--- src/rtl/mode_counter_pkg.sv ---
// Shared mode encoding and bound helpers for mode_counter.
package mode_counter_pkg;

   typedef enum logic [1:0] {
      MODE_ALL  = 2'd0,
      MODE_EVEN = 2'd1,
      MODE_ODD  = 2'd2
   } mode_t;

   // Conflicting or absent selects fall back to plain counting.
   function automatic mode_t mode_decode(input logic even, input logic odd);
      if (even && !odd)
         return MODE_EVEN;
      else if (odd && !even)
         return MODE_ODD;
      else
         return MODE_ALL;
   endfunction

   function automatic int mode_lo(input mode_t mode);
      return (mode == MODE_ODD) ? 1 : 0;
   endfunction

   function automatic int mode_hi(input mode_t mode, input int mod_max);
      case (mode)
         MODE_EVEN: return mod_max - (mod_max % 2);
         MODE_ODD:  return ((mod_max % 2) == 1) ? mod_max : mod_max - 1;
         default:   return mod_max;
      endcase
   endfunction

endpackage

--- src/rtl/mode_counter_tick_prescaler.sv ---
// Clock-enable prescaler: step is high on every TICK_DIV-th enabled cycle.
module tick_prescaler #(
   parameter int TICK_DIV = 50000000
) (
   input  logic clk,
   input  logic reset_n,
   input  logic en,
   output logic step
);

   localparam int PW = (TICK_DIV > 1) ? $clog2(TICK_DIV) : 1;
   localparam logic [PW-1:0] LAST = PW'(TICK_DIV - 1);

   logic [PW-1:0] r_cnt;

   assign step = en && (r_cnt == LAST);

   always_ff @(posedge clk or negedge reset_n) begin
      if (!reset_n)
         r_cnt <= '0;
      else if (!en || step)
         r_cnt <= '0;
      else
         r_cnt <= r_cnt + 1'b1;
   end

endmodule

--- src/rtl/mode_counter.sv ---
// Modulus up/down counter with even/odd/all stepping, hold, load and tick prescaler.
// Define MODE_COUNTER_SATURATE_EN to clamp at the limits instead of wrapping.
module mode_counter
   import mode_counter_pkg::*;
#(
   parameter int WIDTH    = 4,
   parameter int MOD_MAX  = 15,
   parameter int TICK_DIV = 50000000
) (
   input  logic             clk,
   input  logic             reset_n,
   input  logic             en,
   input  logic             up,
   input  logic             even,
   input  logic             odd,
   input  logic             hold,
   input  logic             load,
   input  logic [WIDTH-1:0] load_val,
   output logic [WIDTH-1:0] count,
   output logic             tick,
   output logic             wrap
);

   localparam logic [WIDTH-1:0] MAX_W = WIDTH'(MOD_MAX);

   logic [WIDTH-1:0]        r_count;
   logic                    r_tick;
   logic                    r_wrap;

   logic                    w_step;
   mode_t                   w_mode;
   logic [WIDTH-1:0]        w_lo;
   logic [WIDTH-1:0]        w_hi;
   logic                    w_valid;
   logic [WIDTH:0]          w_delta;
   logic [WIDTH:0]          w_up_next;
   logic signed [WIDTH:0]   w_dn_next;
   logic                    w_over;
   logic                    w_under;
   logic [WIDTH-1:0]        w_up_limit;
   logic [WIDTH-1:0]        w_dn_limit;
   logic [WIDTH-1:0]        w_next;
   logic                    w_wrap;
   logic [WIDTH-1:0]        w_load_val;

   tick_prescaler #(
      .TICK_DIV (TICK_DIV)
   ) u_prescaler (
      .clk     (clk),
      .reset_n (reset_n),
      .en      (en),
      .step    (w_step)
   );

   assign w_mode = mode_decode(even, odd);
   assign w_lo   = WIDTH'(mode_lo(w_mode));
   assign w_hi   = WIDTH'(mode_hi(w_mode, MOD_MAX));

   always_comb begin
      w_valid = 1'b1;
      case (w_mode)
         MODE_EVEN: w_valid = ~r_count[0];
         MODE_ODD:  w_valid = r_count[0];
         default:   w_valid = 1'b1;
      endcase
   end

   // A misaligned count takes a single step to reach the mode's parity.
   assign w_delta   = (w_valid && (w_mode != MODE_ALL)) ? (WIDTH+1)'(2) : (WIDTH+1)'(1);
   assign w_up_next = {1'b0, r_count} + w_delta;
   assign w_dn_next = $signed({1'b0, r_count} - w_delta);
   assign w_over    = w_up_next > {1'b0, w_hi};
   assign w_under   = w_dn_next < $signed({1'b0, w_lo});

`ifdef MODE_COUNTER_SATURATE_EN
   assign w_up_limit = w_hi;
   assign w_dn_limit = w_lo;
`else
   assign w_up_limit = w_lo;
   assign w_dn_limit = w_hi;
`endif

   always_comb begin
      w_next = r_count;
      w_wrap = 1'b0;
      if (up) begin
         w_wrap = w_over;
         w_next = w_over ? w_up_limit : w_up_next[WIDTH-1:0];
      end else begin
         w_wrap = w_under;
         w_next = w_under ? w_dn_limit : w_dn_next[WIDTH-1:0];
      end
   end

   assign w_load_val = (load_val > MAX_W) ? MAX_W : load_val;

   always_ff @(posedge clk or negedge reset_n) begin
      if (!reset_n) begin
         r_count <= '0;
         r_tick  <= 1'b0;
         r_wrap  <= 1'b0;
      end else begin
         r_tick <= w_step;
         r_wrap <= 1'b0;
         if (load) begin
            r_count <= w_load_val;
         end else if (w_step && !hold) begin
            r_count <= w_next;
            r_wrap  <= w_wrap;
         end
      end
   end

   assign count = r_count;
   assign tick  = r_tick;
   assign wrap  = r_wrap;

endmodule

--- config.mk ---
export PLATFORM = sky130hd
export DESIGN_NAME = mode_counter
export DESIGN_NICKNAME = d
export VERILOG_FILES = /design/src/rtl/mode_counter_pkg.sv /design/src/rtl/mode_counter_tick_prescaler.sv /design/src/rtl/mode_counter.sv
export SDC_FILE = /design/constraint.sdc
export NUM_CORES = 1
export LEC_CHECK = 0
export BUFFER_PORTS_ARGS = -buffer_cell sky130_fd_sc_hd__buf_2
export CAP_MARGIN = 10
export CORE_ASPECT_RATIO = 1.1
export CORE_MARGIN = 4
export CORE_UTILIZATION = 45
export DETAILED_ROUTE_END_ITERATION = 10
export SLEW_MARGIN = 30
export SYNTH_ARGS = -nofsm -noshare
export SYNTH_HDL_FRONTEND = slang
export SYNTH_HIERARCHICAL = 1
export SYNTH_SLANG_ARGS = --single-unit
--- constraint.sdc ---
create_clock -name clk -period 4.3 [get_ports clk]
set_clock_uncertainty 0.2 [all_clocks]
set_input_delay 0.43 -clock clk [delete_from_list [all_inputs] [get_ports clk]]
set_output_delay 0.43 -clock clk [all_outputs]
set_load 0.01 [all_outputs]
==> run_results.csv, run 1 <==
group,metric,value,unit
clock_network,root_buffer,"clkbuf_8",
placed_design,gp_congestion,0.805,
routing,wire_per_inst,15.5,um
timing,fin_crit,3.07,ns
clock_network,cts_sinks,32,
placed_design,port_buffers,17,
clock_network,cts_made_buffers,5,
timing,relSlewSlack,0.513,
cells_and_area,diodes,0,
worst_setup_path,cp.arrival,3.02,ns
worst_setup_path,cp.required,4.26,ns
synth,synth_cell_types,41,
placed_design,pre_cts_slack,1.22,ns
worst_setup_path,r2r_slack,1.23,ns
synth,synth-edff-count,0,
die,die_y,79.3,um
synth,synth.most_common_cell,"dfrtp_1",
synth,synth-seq-area-share,0.385,
worst_setup_path,critical_path_class,"reg -> reg",
die,die_w,72.8,um
worst_setup_path,crit_slowest_cell,"dfrtp_1",
die,io-pin-count,18,
synth,yosys-top-cells-count,"32 x dfrtp_1, 25 x nor2_1, 19 x nand3_1",
timing,final_max_slew_viol_count,0,
grt,gr-usage-all-layers,0.187,
clock_network,post_cts_resize_count,0,
timing,holdWs,0.00323,ns
worst_setup_path,crit_chain,"ha_1 -> nand2_1 -> or4_1 -> nor2_1 -> and2_1 -> nor2b_1 -> nor2b_1 -> o221ai_1 -> a31oi_1 -> a31oi_1",
worst_setup_path,reg2reg_depth,10,
worst_setup_path,cp_max_fo,9,
routing,wirelength,4770,um
die,dieArea,5770,sq um
routing,drc_errors,0,
timing,worst_pin_slew,0.730,ns
routing,viasPerCell,5.84,
clock_network,cts_max_path_buffers,2,
die,rows,25,
synth,yosysTopAreaCell,"dfrtp_1",
synth,synth_area_leaders,"dfrtp_1 39%, nand3_1 4.6%, nor2_1 4.5%, a21oi_1 3.9%, xnor2_1 3.8%",
cells_and_area,num-fill-cells,434,
grt,gr-total-overflow,0,
clock_network,cts_setup_buffers,0,
worst_setup_path,regToRegEndpoint,"count[0]",
worst_setup_path,critPathBufInv,0,
routing,drt_iter0_markers,123,
synth,yosysWarnings,6,
timing,fmax,326,MHz
die,start_util,0.475,
synth,synth_nets,257,
power_and_ir_drop,peakVddDrop,0.000190,V
timing,hold_viol_final,0,
clock_network,insertion_delay,0.28,ns
synth,avgSynthCellArea,8.77,sq um
clock_network,clkTransAtPathRegs,0.07,ns
cells_and_area,final_nets,273,
timing,setup_viol,0,
worst_setup_path,r2r_start,"u_prescaler/r_cnt[0]",
cells_and_area,drive_above_1_share,0.118,
synth,synth-seq-cells,32,
routing,vias,1799,
flow_run,maxCapViolCount,0,
timing,tns,0,ns
cells_and_area,area_growth,9.99,%
grt,grt_pass1_vias,1732,
worst_setup_path,cpPeakStageDelay,0.50,ns
routing,drtPass1Iterations,4,
synth,synth_top_area_frac,0.385,
power_and_ir_drop,finalPower,0.655,mW
synth,async_flop_share,1.00,
grt,antenna_found_initial,0,
worst_setup_path,worstSetupEndpointType,"flop",
grt,grt_max_degree,33,
clock_network,htree_levels,2,
clock_network,hold_buffers,0,
placed_design,dp_hpwl,3420,um
routing,ant_nets,0,
power_and_ir_drop,power_density,286,nW/um^2
status,outcome,"complete, no violations",
synth,synth_area,2080,sq um
grt,grt_pass1_wl,8360,um
timing,fin_crit_sh,0.713,
power_and_ir_drop,p_leak,0.890,nW
synth,netlist_instances,237,
cells_and_area,final_cells,308,
timing,rsz0062_at_grt,"no",
synth,synth_flop_cell,"dfrtp_1",
worst_setup_path,critPathLaunchType,"flop",
die,coreArea,4380,sq um
hold_path,hp-class,"in -> async",
placed_design,dp.cells,300,
timing,final.setup.worst_slack,1.23,ns
worst_setup_path,cpLargestDelayFamily,"simple AND/OR/NAND/NOR gates",
clock_network,cts_tree,"built",
-- report_power, final --
group | switching [mW] | total, mW | internal [mW]
Clock | 0.108 | 0.238 | 0.130
Sequential | 0.0139 | 0.321 | 0.307
Combinational | 0.0562 | 0.0967 | 0.0405
Total | 0.178 | 0.655 | 0.477
-- per-stage QoR --
stage          instance area [sq um]  utilization
2_1_floorplan                   2080            -
3_3_place_gp                    2190        0.500
3_5_place_dp                    2200        0.502
4_1_cts                         2290        0.522
5_1_grt                         2290        0.522
6_report                        2290        0.522
-- logic make-up after synthesis --
family,count (synthesis),synth area share
DFF,32,0.385
xor gates and xnor gates,13,0.0548
AOI/OAI and AO/OA,49,0.144
and+or+nand+nor,119,0.319
buffers and inverters,14,0.0313
muxes,2,0.00963
adders and majority gates,8,0.0554
-- worst reg2reg max path, stage by stage (launching register included) --
cell	delay (ns)
dfrtp_1	0.50
ha_1	0.33
nand2_1	0.10
or4_1	0.47
nor2_1	0.14
and2_1	0.16
nor2b_1	0.29
nor2b_1	0.31
o221ai_1	0.16
a31oi_1	0.16
a31oi_1	0.11
-- sequential cells by signal (all words and copies together) (netlist names) --
| signal | cells |
|---|---|
| wrap | 1 |
| count | 4 |
| tick | 1 |
| u_prescaler/r_cnt | 26 |
-- how the worst max path moves through the flow --
stage | start | end | depth (start not counted)
after global placement | u_prescaler/r_cnt[0] | count[0] | 10
after global routing | u_prescaler/r_cnt[0] | count[0] | 10
after floorplan | u_prescaler/r_cnt[0] | count[0] | 10
final | u_prescaler/r_cnt[0] | count[0] | 10
after CTS | u_prescaler/r_cnt[0] | count[0] | 10
after detailed placement | u_prescaler/r_cnt[0] | count[0] | 10
-- placed cells by master (no fill, tap or decap), types with 6 or more instances in the layout --
cell      count
dfrtp_1      32
nor2_1       25
nand3_1      19
nand2_1      17
buf_2        17
a21oi_1      16
o21ai_0      12
or4_1        10
xnor2_1       9
nand4_1       9
o31ai_1       9
nor2b_1       6
inv_1         6
or3_1         6
ha_1          6
clkbuf_8      6
-- layer usage --
layer  vias up  wire [um]  track usage
met5         -          0            0
met4         0         89       0.0738
met3         9        160       0.0430
met2        41       2300        0.289
met1       847       2220        0.251
li1        902          -            -
-- final cells by class --
cell class / instances / area [sq um] / share of cell area
timing repair buffer: 17 / 85.1 / 0.0372
inverter: 6 / 22.5 / 0.00985
multi-input combinational: 191 / 1220 / 0.534
tap: 54 / 67.6 / 0.0295
sequential: 32 / 801 / 0.350
clock buffer: 8 / 90.1 / 0.0394
Power figures use the tool's default switching activity.
==> run 2, diff against run 1 <==
--- a/config.mk
+++ b/config.mk
@@ -11,6 +11,7 @@
 export CORE_MARGIN = 4
 export CORE_UTILIZATION = 45
 export DETAILED_ROUTE_END_ITERATION = 10
+export PLACE_DENSITY = 0.65
 export SLEW_MARGIN = 30
 export SYNTH_ARGS = -nofsm -noshare
 export SYNTH_HDL_FRONTEND = slang
==> constraint.sdc (replaced) <==
create_clock -name clk -period 2.8 [get_ports clk]
set_clock_uncertainty 0.2 [all_clocks]
set_input_delay 0.28 -clock clk [delete_from_list [all_inputs] [get_ports clk]]
set_output_delay 0.28 -clock clk [all_outputs]
set_load 0.01 [all_outputs]
==> run 2 against run 1 <==
Global-route usage decreased by 0.98 points; flip-flop and latch count unchanged; via count increased by 4.6%; fmax increased by 17%; combinational power increased by 68%; die area unchanged; clock-buffer cell count unchanged; first-iteration DRC count increased by 28%; core utilization increased by 1.9 points; critical endpoint is now count[2]; largest power group unchanged.
==> run_results.csv, run 2 (synthesis gave the netlist of run 1 again) <==
group,metric,value,unit
worst_setup_path,cp.required,2.78,ns
grt,gr-total-overflow,0,
cells_and_area,largest_reg_flops,26,
timing,final_max_slew_viol_count,0,
cells_and_area,final_cell_mix,"31 x dfrtp_1, 25 x nor2_1, 19 x nand3_1",
clock_network,cts_setup_buffers,0,
routing,ant_nets,0,
grt,gr-usage-all-layers,0.177,
grt,grt_max_degree,33,
power_and_ir_drop,power_density,430,nW/um^2
timing,worst_pin_slew,0.739,ns
worst_setup_path,critPathLaunchType,"flop",
clock_network,insertion_delay,0.28,ns
power_and_ir_drop,p_leak,0.942,nW
status,outcome,"complete, no violations",
clock_network,htree_levels,2,
worst_setup_path,critical_path_class,"reg -> reg",
routing,drc_errors,0,
cells_and_area,final_nets,284,
clock_network,clkTransAtPathRegs,0.07,ns
worst_setup_path,cpPeakStageDelay,0.47,ns
timing,setup_viol,0,
placed_design,dp_hpwl,3360,um
clock_network,cts_tree,"built",
timing,rsz0062_at_grt,"no",
routing,wire_per_inst,14.9,um
timing,fmax,383,MHz
placed_design,gp_congestion,0.831,
worst_setup_path,cpLargestDelayFamily,"compound AO/OA/AOI/OAI gates",
clock_network,cts_made_buffers,5,
routing,wirelength,4760,um
timing,final.setup.worst_slack,0.187,ns
grt,grt_pass1_wl,7960,um
flow_run,maxCapViolCount,0,
cells_and_area,final_common_cell,"dfrtp_1",
routing,drtPass1Iterations,4,
clock_network,cts_max_path_buffers,2,
power_and_ir_drop,peakVddDrop,0.000263,V
routing,viasPerCell,5.90,
grt,antenna_found_initial,0,
timing,tns,0,ns
timing,hold_viol_final,0,
worst_setup_path,worstSetupEndpointType,"flop",
worst_setup_path,cp_max_fo,7,
worst_setup_path,crit_slowest_cell,"dfrtp_1",
die,die_y,79.3,um
hold_path,hp-class,"in -> reg",
die,rows,25,
timing,relSlewSlack,0.508,
cells_and_area,drive_above_1_share,0.158,
die,dieArea,5770,sq um
die,coreArea,4380,sq um
die,io-pin-count,18,
timing,fin_crit,2.61,ns
placed_design,port_buffers,17,
cells_and_area,diodes,0,
grt,grt_pass1_vias,1735,
timing,fin_crit_sh,0.933,
cells_and_area,top_register,"u_prescaler/r_cnt",
worst_setup_path,critPathBufInv,0,
routing,vias,1881,
cells_and_area,area_growth,13.9,%
clock_network,root_buffer,"clkbuf_8",
worst_setup_path,cp.arrival,2.59,ns
routing,drt_iter0_markers,158,
placed_design,pre_cts_slack,0.105,ns
worst_setup_path,crit_chain,"o21a_1 -> ha_1 -> fa_1 -> xor2_1 -> nand3_1 -> a21oi_1 -> o21ai_0 -> o21ba_2",
clock_network,cts_sinks,32,
die,start_util,0.475,
die,die_w,72.8,um
==> run 2: what timing repair did <==
item / CTS / global route
resized for setup: 0 / 2
hold buffers: 1 / 0
endpoints found under the hold margin: 32 / 0
setup endpoints to repair: 0 / 2
==> run 2: routing by layer <==
metal / vias to the layer above / wire (um) / part of all wire / track usage
li1: 926 / - / - / -
met5: - / 0 / 0 / 0
met2: 38 / 2280 / 0.48 / 0.282
met4: 0 / 63 / 0.013 / 0.0609
met3: 7 / 177 / 0.037 / 0.0418
met1: 910 / 2230 / 0.47 / 0.234
==> run 2: cell type report <==
| class | count | area, sq um |
|---|---|---|
| clock buffers | 8 | 90.1 |
| fillers | 435 | 2010 |
| inverters | 6 | 22.5 |
| multi-input cells | 191 | 1220 |
| flip-flops and latches | 32 | 802 |
| well taps | 54 | 67.6 |
| repair buffers | 28 | 170 |
==> run 2: per-stage QoR <==
step | utilization | std cells | hold slack [ns] | power [mW] | cell area [sq um]
4_1_cts | 0.540 | 319 | 0.0810 | 1.03 | 2360
2_1_floorplan | - | 237 | -0.216 | 0.600 | 2080
5_1_grt | 0.541 | 319 | 0.0851 | 1.08 | 2370
3_5_place_dp | 0.517 | 310 | 0.189 | 0.657 | 2260
3_3_place_gp | 0.517 | 310 | 0.182 | 0.657 | 2260
6_report | 0.541 | 319 | 0.0882 | 1.02 | 2370
==> run 2: power breakdown <==
part | internal, mW | switching (mW)
clock network | 0.200 | 0.168
registers | 0.471 | 0.0175
logic | 0.0699 | 0.0922
==> run 2: final timing paths <==
check | startpoint | to | slack [ns] | depth (start not counted)
worst min register to register | u_prescaler/r_cnt[17] | u_prescaler/r_cnt[17] | 0.35 | 2
worst min-delay path | en | u_prescaler/r_cnt[6] | 0.09 | 2
max in group asynchronous | reset_n | u_prescaler/r_cnt[2] | 1.50 | 2
worst max-delay path | count[0] | count[2] | 0.19 | 8
min in group asynchronous | reset_n | u_prescaler/r_cnt[0] | 0.39 | 2
worst max register to register | count[0] | count[2] | 0.19 | 8
